===== src/rtl/spi_reg_bridge.sv =====
// SPI mode-0 target that bridges host transactions onto the 5-bit/8-bit register bus.
// Define SPI_REG_BRIDGE_AUTOINC_EN for burst mode (address increments after every data byte).
module spi_reg_bridge #(
  parameter int unsigned SYNC_STAGES = 2
) (
  input  logic       clk,
  input  logic       reset,
  input  logic       sclk,
  input  logic       cs_n,
  input  logic       mosi,
  output logic       miso,
  output logic       miso_oe,
  output logic [4:0] reg_addr,
  output logic [7:0] reg_data_out,
  input  logic [7:0] reg_data_in,
  output logic       reg_write
);

  localparam logic [1:0] StIdle = 2'd0;
  localparam logic [1:0] StCmd  = 2'd1;
  localparam logic [1:0] StData = 2'd2;

  logic [SYNC_STAGES-1:0] sclk_sync_q, cs_sync_q, mosi_sync_q;
  logic                   sclk_s, cs_s, mosi_s;
  logic                   sclk_prev_q, sclk_rise, sclk_fall;

  logic [1:0] state_q;
  logic [2:0] bit_cnt_q;
  logic [7:0] rx_q, tx_q;
  logic       armed_q;
  logic       byte_done_q, byte_cmd_q, wr_q, pref_q;

  // The cs_n chain resets low so a host still holding cs_n low is not mistaken for a fresh frame.
  always_ff @(posedge clk) begin
    if (reset) begin
      sclk_sync_q <= '0;
      cs_sync_q   <= '0;
      mosi_sync_q <= '0;
    end else begin
      sclk_sync_q <= {sclk_sync_q[SYNC_STAGES-2:0], sclk};
      cs_sync_q   <= {cs_sync_q[SYNC_STAGES-2:0], cs_n};
      mosi_sync_q <= {mosi_sync_q[SYNC_STAGES-2:0], mosi};
    end
  end

  assign sclk_s    = sclk_sync_q[SYNC_STAGES-1];
  assign cs_s      = cs_sync_q[SYNC_STAGES-1];
  assign mosi_s    = mosi_sync_q[SYNC_STAGES-1];
  assign sclk_rise = sclk_s & ~sclk_prev_q;
  assign sclk_fall = ~sclk_s & sclk_prev_q;
  assign miso_oe   = armed_q & ~cs_s;

  always_ff @(posedge clk) begin
    if (reset) begin
      sclk_prev_q  <= 1'b0;
      state_q      <= StIdle;
      bit_cnt_q    <= 3'd0;
      rx_q         <= 8'h00;
      tx_q         <= 8'h00;
      armed_q      <= 1'b0;
      byte_done_q  <= 1'b0;
      byte_cmd_q   <= 1'b0;
      wr_q         <= 1'b0;
      pref_q       <= 1'b0;
      miso         <= 1'b0;
      reg_addr     <= 5'd0;
      reg_data_out <= 8'h00;
      reg_write    <= 1'b0;
    end else begin
      sclk_prev_q <= sclk_s;
      reg_write   <= 1'b0;
      byte_done_q <= 1'b0;
      if (cs_s) begin
        armed_q <= 1'b1;
      end

      if (state_q == StIdle) begin
        if (armed_q && !cs_s) begin
          state_q   <= StCmd;
          bit_cnt_q <= 3'd0;
          tx_q      <= 8'h00;
          miso      <= 1'b0;
        end
      end else begin
        if (sclk_rise) begin
          rx_q      <= {rx_q[6:0], mosi_s};
          bit_cnt_q <= bit_cnt_q + 3'd1;
          if (bit_cnt_q == 3'd7) begin
            byte_done_q <= 1'b1;
            byte_cmd_q  <= (state_q == StCmd);
            if (state_q == StCmd) begin
              state_q <= StData;
            end
          end
        end
        if (sclk_fall) begin
          miso <= tx_q[7];
          tx_q <= {tx_q[6:0], 1'b0};
        end
        // A byte completing together with cs_n rising still finishes in the pipeline below.
        if (cs_s) begin
          state_q   <= StIdle;
          bit_cnt_q <= 3'd0;
        end
      end

      // Prefetch: reg_data_in is combinational on reg_addr, captured two cycles after a boundary.
      if (pref_q) begin
        pref_q <= 1'b0;
        if (state_q == StData) begin
          tx_q <= reg_data_in;
          miso <= reg_data_in[7];
        end
      end

      if (byte_done_q) begin
        if (byte_cmd_q) begin
          reg_addr <= rx_q[4:0];
          wr_q     <= rx_q[7];
          pref_q   <= ~rx_q[7];
        end else if (wr_q) begin
          reg_write    <= 1'b1;
          reg_data_out <= rx_q;
        end else begin
          pref_q <= 1'b1;
`ifdef SPI_REG_BRIDGE_AUTOINC_EN
          reg_addr <= reg_addr + 5'd1;
`endif
        end
      end

`ifdef SPI_REG_BRIDGE_AUTOINC_EN
      // Writes advance only after the strobe so it carries the current address.
      if (reg_write) begin
        reg_addr <= reg_addr + 5'd1;
      end
`endif
    end
  end

endmodule

===== config.mk =====
export PLATFORM = sky130hd
export DESIGN_NAME = spi_reg_bridge
export DESIGN_NICKNAME = d
export VERILOG_FILES = /design/src/rtl/spi_reg_bridge.sv
export SDC_FILE = /design/constraint.sdc
export NUM_CORES = 1
export LEC_CHECK = 0
export BUFFER_PORTS_ARGS = -buffer_cell sky130_fd_sc_hd__buf_2
export CORE_MARGIN = 2
export CORE_UTILIZATION = 45
export CTS_CLUSTER_SIZE = 25
export DETAILED_ROUTE_END_ITERATION = 10
export GPL_TIMING_DRIVEN = 0
export PLACE_DENSITY_LB_ADDON = 0.1
export SLEW_MARGIN = 10
export SYNTH_ARGS = -nofsm -noshare
export SYNTH_HDL_FRONTEND = slang
export SYNTH_SLANG_ARGS = --single-unit
export TNS_END_PERCENT = 1

===== constraint.sdc =====
create_clock -name clk -period 2.7 [get_ports clk]
set_clock_uncertainty 0.2 [all_clocks]
set_input_delay 0 -clock clk [delete_from_list [all_inputs] [get_ports clk]]
set_output_delay 0 -clock clk [all_outputs]
set_load 0.02 [all_outputs]

# --- Yosys cells after proc, flatten, opt, wreduce, memory -nomap -nowiden ---
# Index checks and enable logic that the tools add are counted.
word_totals:
  wordCells: 72
  input_bits: 13
  reg_bits: 48
  out_inout_bits: 16
classes:
  mux: 24
  bitwise_logic: 11
  n_eq_ne: 4
  n_reduce_logical: 15
  add_sub_neg: 1
op_table:
  columns: ["op", "n"]
  rows:
  - ["8-bit 2-to-1 mux", 5]
  - ["2-bit 2-to-1 mux", 6]
  - ["3-bit 2-to-1 mux", 4]
  - ["1-bit 2-to-1 mux", 9]
  - ["3-bit nonzero test", 3]
  - ["1-bit inverter", 8]
  - ["2-bit AND reduction", 3]
  - ["3-bit AND reduction", 2]
  - ["3-bit OR reduction", 2]
  - ["4-bit AND reduction", 1]
  - ["3-bit by 1-bit adder with 3-bit output (second input constant)", 1]
  - ["1-bit bitwise AND", 3]
  - ["3-bit equality test (second input constant)", 1]
  - ["2-bit by 1-bit equality test with 1-bit output (second input constant)", 1]
  - ["2-bit equality test (second input constant)", 1]
  - ["2-bit logical NOT", 1]
  - ["2-bit by 1-bit != test with 1-bit output (second input constant)", 1]
  - ["2-bit OR reduction", 1]
  - ["1-bit logical AND", 1]
  - ["1-bit logical NOT", 1]

# --- Depth between registers and ports, before layout ---
depth:
  depth_word: 6
  ltp_mapped: 7
  ltp_nobuf: 5

# --- Least setup slack after synthesis ---
# No wires, ideal clock.
synth_timing:
  path_kind: "register to register"
  start: "reg cs_sync_q[1]"
  end: "reg tx_q[1]"
  n_path_buf: 1
  synth_period_minus_slack_ps: 1811
  arrival_time_ps: 1488
  path_stages_with_launch: 6
  required_ps: 2377
  setup_slack_ps: 889
  setup_time_ps: 123
  cell_sequence: "dfxtp_1 -> clkbuf_1 -> nor2b_1 -> mux2i_4 -> a221oi_1 -> nor2_1"
synth_via:
  elab_chain_len: 6
synth_lines:
  columns: ["element", "line", "text"]
  rows:
  - ["from (decl)", "23", "logic [SYNC_STAGES-1:0] sclk_sync_q, cs_sync_q, mosi_sync_q;"]
  - ["from (signal assigned)", "41", "cs_sync_q <= {cs_sync_q[SYNC_STAGES-2:0], cs_n};"]
  - ["1-bit logical NOT *", "78", "if (armed_q && !cs_s) begin"]
  - ["1-bit logical AND *", "78", null]
  - ["8-bit 2-to-1 mux *", "78", null]
  - ["8-bit 2-to-1 mux *", "77", "if (state_q == StIdle) begin"]
  - ["8-bit 2-to-1 mux", "110", "if (state_q == StData) begin"]
  - ["8-bit 2-to-1 mux *", "108", "if (pref_q) begin"]
  - ["to (signal assigned)", "98", "tx_q <= {tx_q[6:0], 1'b0};"]
  - ["to (signal assigned)", "111", "tx_q <= reg_data_in;"]
  - ["to (decl)", "29", "logic [7:0] rx_q, tx_q;"]
# Mark *: on every way between the ends. The rest lies on a longest branch, timed or not.
# A chain may end at the register's enable or synchronous reset.

# --- Worst setup path in the final report ---
layout_timing:
  start: "reg state_q[0]"
  end: "reg tx_q[7]"
layout_via:
  elab_chain_len: 4
  word_cells_on_any_way: 5
  classes_between: "1 x eq/ne; 3 x mux; 1 x reduce/logical"
layout_lines:
  columns: ["element", "line", "text"]
  rows:
  - ["from (decl)", "27", "logic [1:0] state_q;"]
  - ["from (signal assigned)", "56", "state_q <= StIdle;"]
  - ["from (signal assigned)", "79", "state_q <= StCmd;"]
  - ["from (signal assigned)", "92", "state_q <= StData;"]
  - ["2-bit logical NOT", "77", null]
  - ["8-bit 2-to-1 mux", "77", null]
  - ["8-bit 2-to-1 mux", "110", null]
  - ["8-bit 2-to-1 mux *", "108", null]
# Marked as above.

==> impl_results.md <==
- Critical Path RT: 2.69 ns
- Fin area: 2308 sq um
- Syn-to-layout area delta: 26.63%
- RSZ-0062 raised after global routing: no
- Cts repair resizes: 0
- Slew HR: 0.6509
- Commonest non-fill, non-tap cells in the layout: dfxtp_1, nand2_1, buf_2, a21oi_1, nor2_1
- Status: complete, no violations
- Top_reg_cell synth: dfxtp_1
- Commonest non-fill, non-tap cell in the layout: dfxtp_1
- Nets: 278
- Setup TNS: 0 ns
- Post-layout util: 0.5855
- Dpl cells: 287
- HP Class: flip-flop to flip-flop
- Clock sinks: 48
- Max cap viols: 0
- Final period demand of the worst path: 1.896 ns
- CTS Hold Bufs: 19
- Initial core utilization: 0.4624
- Largest net degree at the start of global routing: 15
- Least-Margin Pin Slew: 0.5217 ns
- Core area: 3943 sq um
- Setup Fix Bufs, Post-CTS: 0
- CTS tree: built
- Detailed Routing Iterations Pass 1: 4
- Hpwl dp: 2470 microns
- GRT Total Usage: 0.1800
- Crit-path max FO: 9
- Post-route insts no fill: 314
- Synth Cell Area: 1823 sq um
- Distinct cell type count after synthesis: 27
- ANT cells: 0
- Clock Pin Slew Worst Setup and Hold Paths: 0.09 ns
- Residual DRC: 0
- CP endpoint kind: flip-flop
- Final WL: 3764 microns
- Yosys reg bits: 48
- Static Leakage: 0.8814 nW
- Via count: 1585
- Wire length per cell: 11.99 microns
- Slew Limit Fails: 0
- Mean Syn Cell Area: 8.722 sq um
- GRT Residual Overflow: 0
- Filler cells: 380
- CP startpoint kind: flip-flop
- GP Congestion: 0.7918
- # IOs: 29
- Peak supply drop: 0.2896 mV
- Post-Syn Nets: 224
- Antenna violations before repair: 0
- Cell Area, Placed: 2026 sq um
- Share of layout cells above drive strength 1: 0.1629
- Power Density: 540.8 nW/um^2
- Post-Synthesis Cells: 209
- CTS buffer count: 5
- Final ANT Viol Nets: 0
- Clock root cell: clkbuf_8
- Clk buf depth: 2
- Vias per inst: 5.048
- Die Area: 4577 sq um
- Synth async-reset ratio: 0
- YS warnings: 0
- 1st-iter DRT viols: 81
- Depth of the CTS H-tree: 2
- Worst-Skew Late Latency: 0.30 ns
- Setup Crit Path Kind: flip-flop to flip-flop
- Crit path DAT: 1.88 ns
- Sequential share of the synthesized area: 0.5271
- Number of flops mapped to enable cells by yosys: 0
- Buffers added on ports: 28
- Fmax: 527.4 MHz
- Final Hold Viols: 0
- Fin crit share: 0.7023
- # rows: 23
- Die Y: 67.65 microns
- Vias in the first global route: 1419
- First-pass GRT wire length: 6175 microns
- Die W: 67.65 microns
- Setup violations, final: 0
==> stage by stage <==
stage               worst slack (ns)  hold WS [ns]  power, mW
floorplan                     0.8893      -0.07182     0.7904
global placement              0.9670       0.01036     0.8122
detailed placement            0.9701       0.01324     0.8124
CTS                           0.8325        0.2322      1.269
global route                  0.6879        0.2584      1.311
finish                        0.8038        0.2386      1.248
==> Yosys cell counts, types with 2 or more instances <==
| master | instances | area share |
|---|---|---|
| a21oi_1 | 26 | 0.071 |
| a221oi_1 | 8 | 0.038 |
| a22oi_1 | 2 | 0.0082 |
| a32oi_1 | 2 | 0.0096 |
| buf_1 | 2 | 0.0041 |
| buf_6 | 3 | 0.019 |
| clkbuf_1 | 8 | 0.016 |
| dfxtp_1 | 48 | 0.53 |
| ha_1 | 2 | 0.014 |
| inv_1 | 2 | 0.0041 |
| nand2_1 | 36 | 0.074 |
| nand3_1 | 16 | 0.044 |
| nand3b_1 | 2 | 0.0082 |
| nor2_1 | 21 | 0.043 |
| nor2b_1 | 11 | 0.038 |
| nor3_1 | 2 | 0.0055 |
| o21ai_0 | 8 | 0.022 |
==> layout make-up <==
cell class                 count  area (sq um)  share of cell area
buffer                        13         71.32             0.03089
clock buffer                   6         82.58             0.03577
clock inverter                 2         10.01            0.004336
inverter                       2         7.507            0.003252
multi-input combinational    146         783.3              0.3393
sequential                    48         960.9              0.4163
tap                           50         62.56             0.02710
timing repair buffer          47         330.3              0.1431
==> per-layer routing <==
metal,track usage,vias up,wire (microns)
li1,-,828,-
met1,0.2252,723,1866
met2,0.2953,27,1710
met3,0.05667,7,148
met4,0.05357,0,38
met5,0,-,0
==> kinds of logic after synthesis <==
kind of cell	Yosys count	share of synthesized area
flip-flops	48	0.5271
buffers and inverters	15	0.04324
AO/OA/AOI/OAI	48	0.1606
adder cells (fa/ha/maj)	2	0.01372
AND/OR/NAND/NOR	94	0.2382
XOR/XNOR	1	0.004805
multiplexers	1	0.01235
==> worst max-delay path, cell delays in order (launching register included) <==
cell and delay [ns]:
dfxtp_1 0.31, buf_6 0.13, nand3b_1 0.29, o21ai_0 0.22, dlygate4sd3_1 0.60, nor2_1 0.05
==> where the power goes <==
group / switching, mW / internal (mW) / leakage, nW
Combinational: 0.0464 / 0.0495 / 0.442
Sequential: 0.00533 / 0.715 / 0.388
Clock: 0.227 / 0.204 / 0.0510
==> sequential cells by signal (all words and copies together) (netlist names), 2 cells and up <==
name	flops
mosi_sync_q	2
bit_cnt_q	3
sclk_sync_q	2
reg_addr	5
state_q	2
cs_sync_q	2
reg_data_out	8
tx_q	8
rx_q	8
==> worst paths after layout <==
| check | start | slack [ns] | cells past startpoint | to |
|---|---|---|---|---|
| hold / removal | mosi_sync_q[1]$_SDFF_PP0_ | 0.24 | 2 | rx_q[0]$_SDFFE_PP0P_ |
| setup reg to reg | state_q[0]$_SDFFE_PP0P_ | 0.80 | 5 | tx_q[7]$_SDFF_PP0_ |
| setup / recovery | state_q[0]$_SDFFE_PP0P_ | 0.80 | 5 | tx_q[7]$_SDFF_PP0_ |
| hold reg to reg | mosi_sync_q[1]$_SDFF_PP0_ | 0.24 | 2 | rx_q[0]$_SDFFE_PP0P_ |
(Power assumes the default switching activity.)
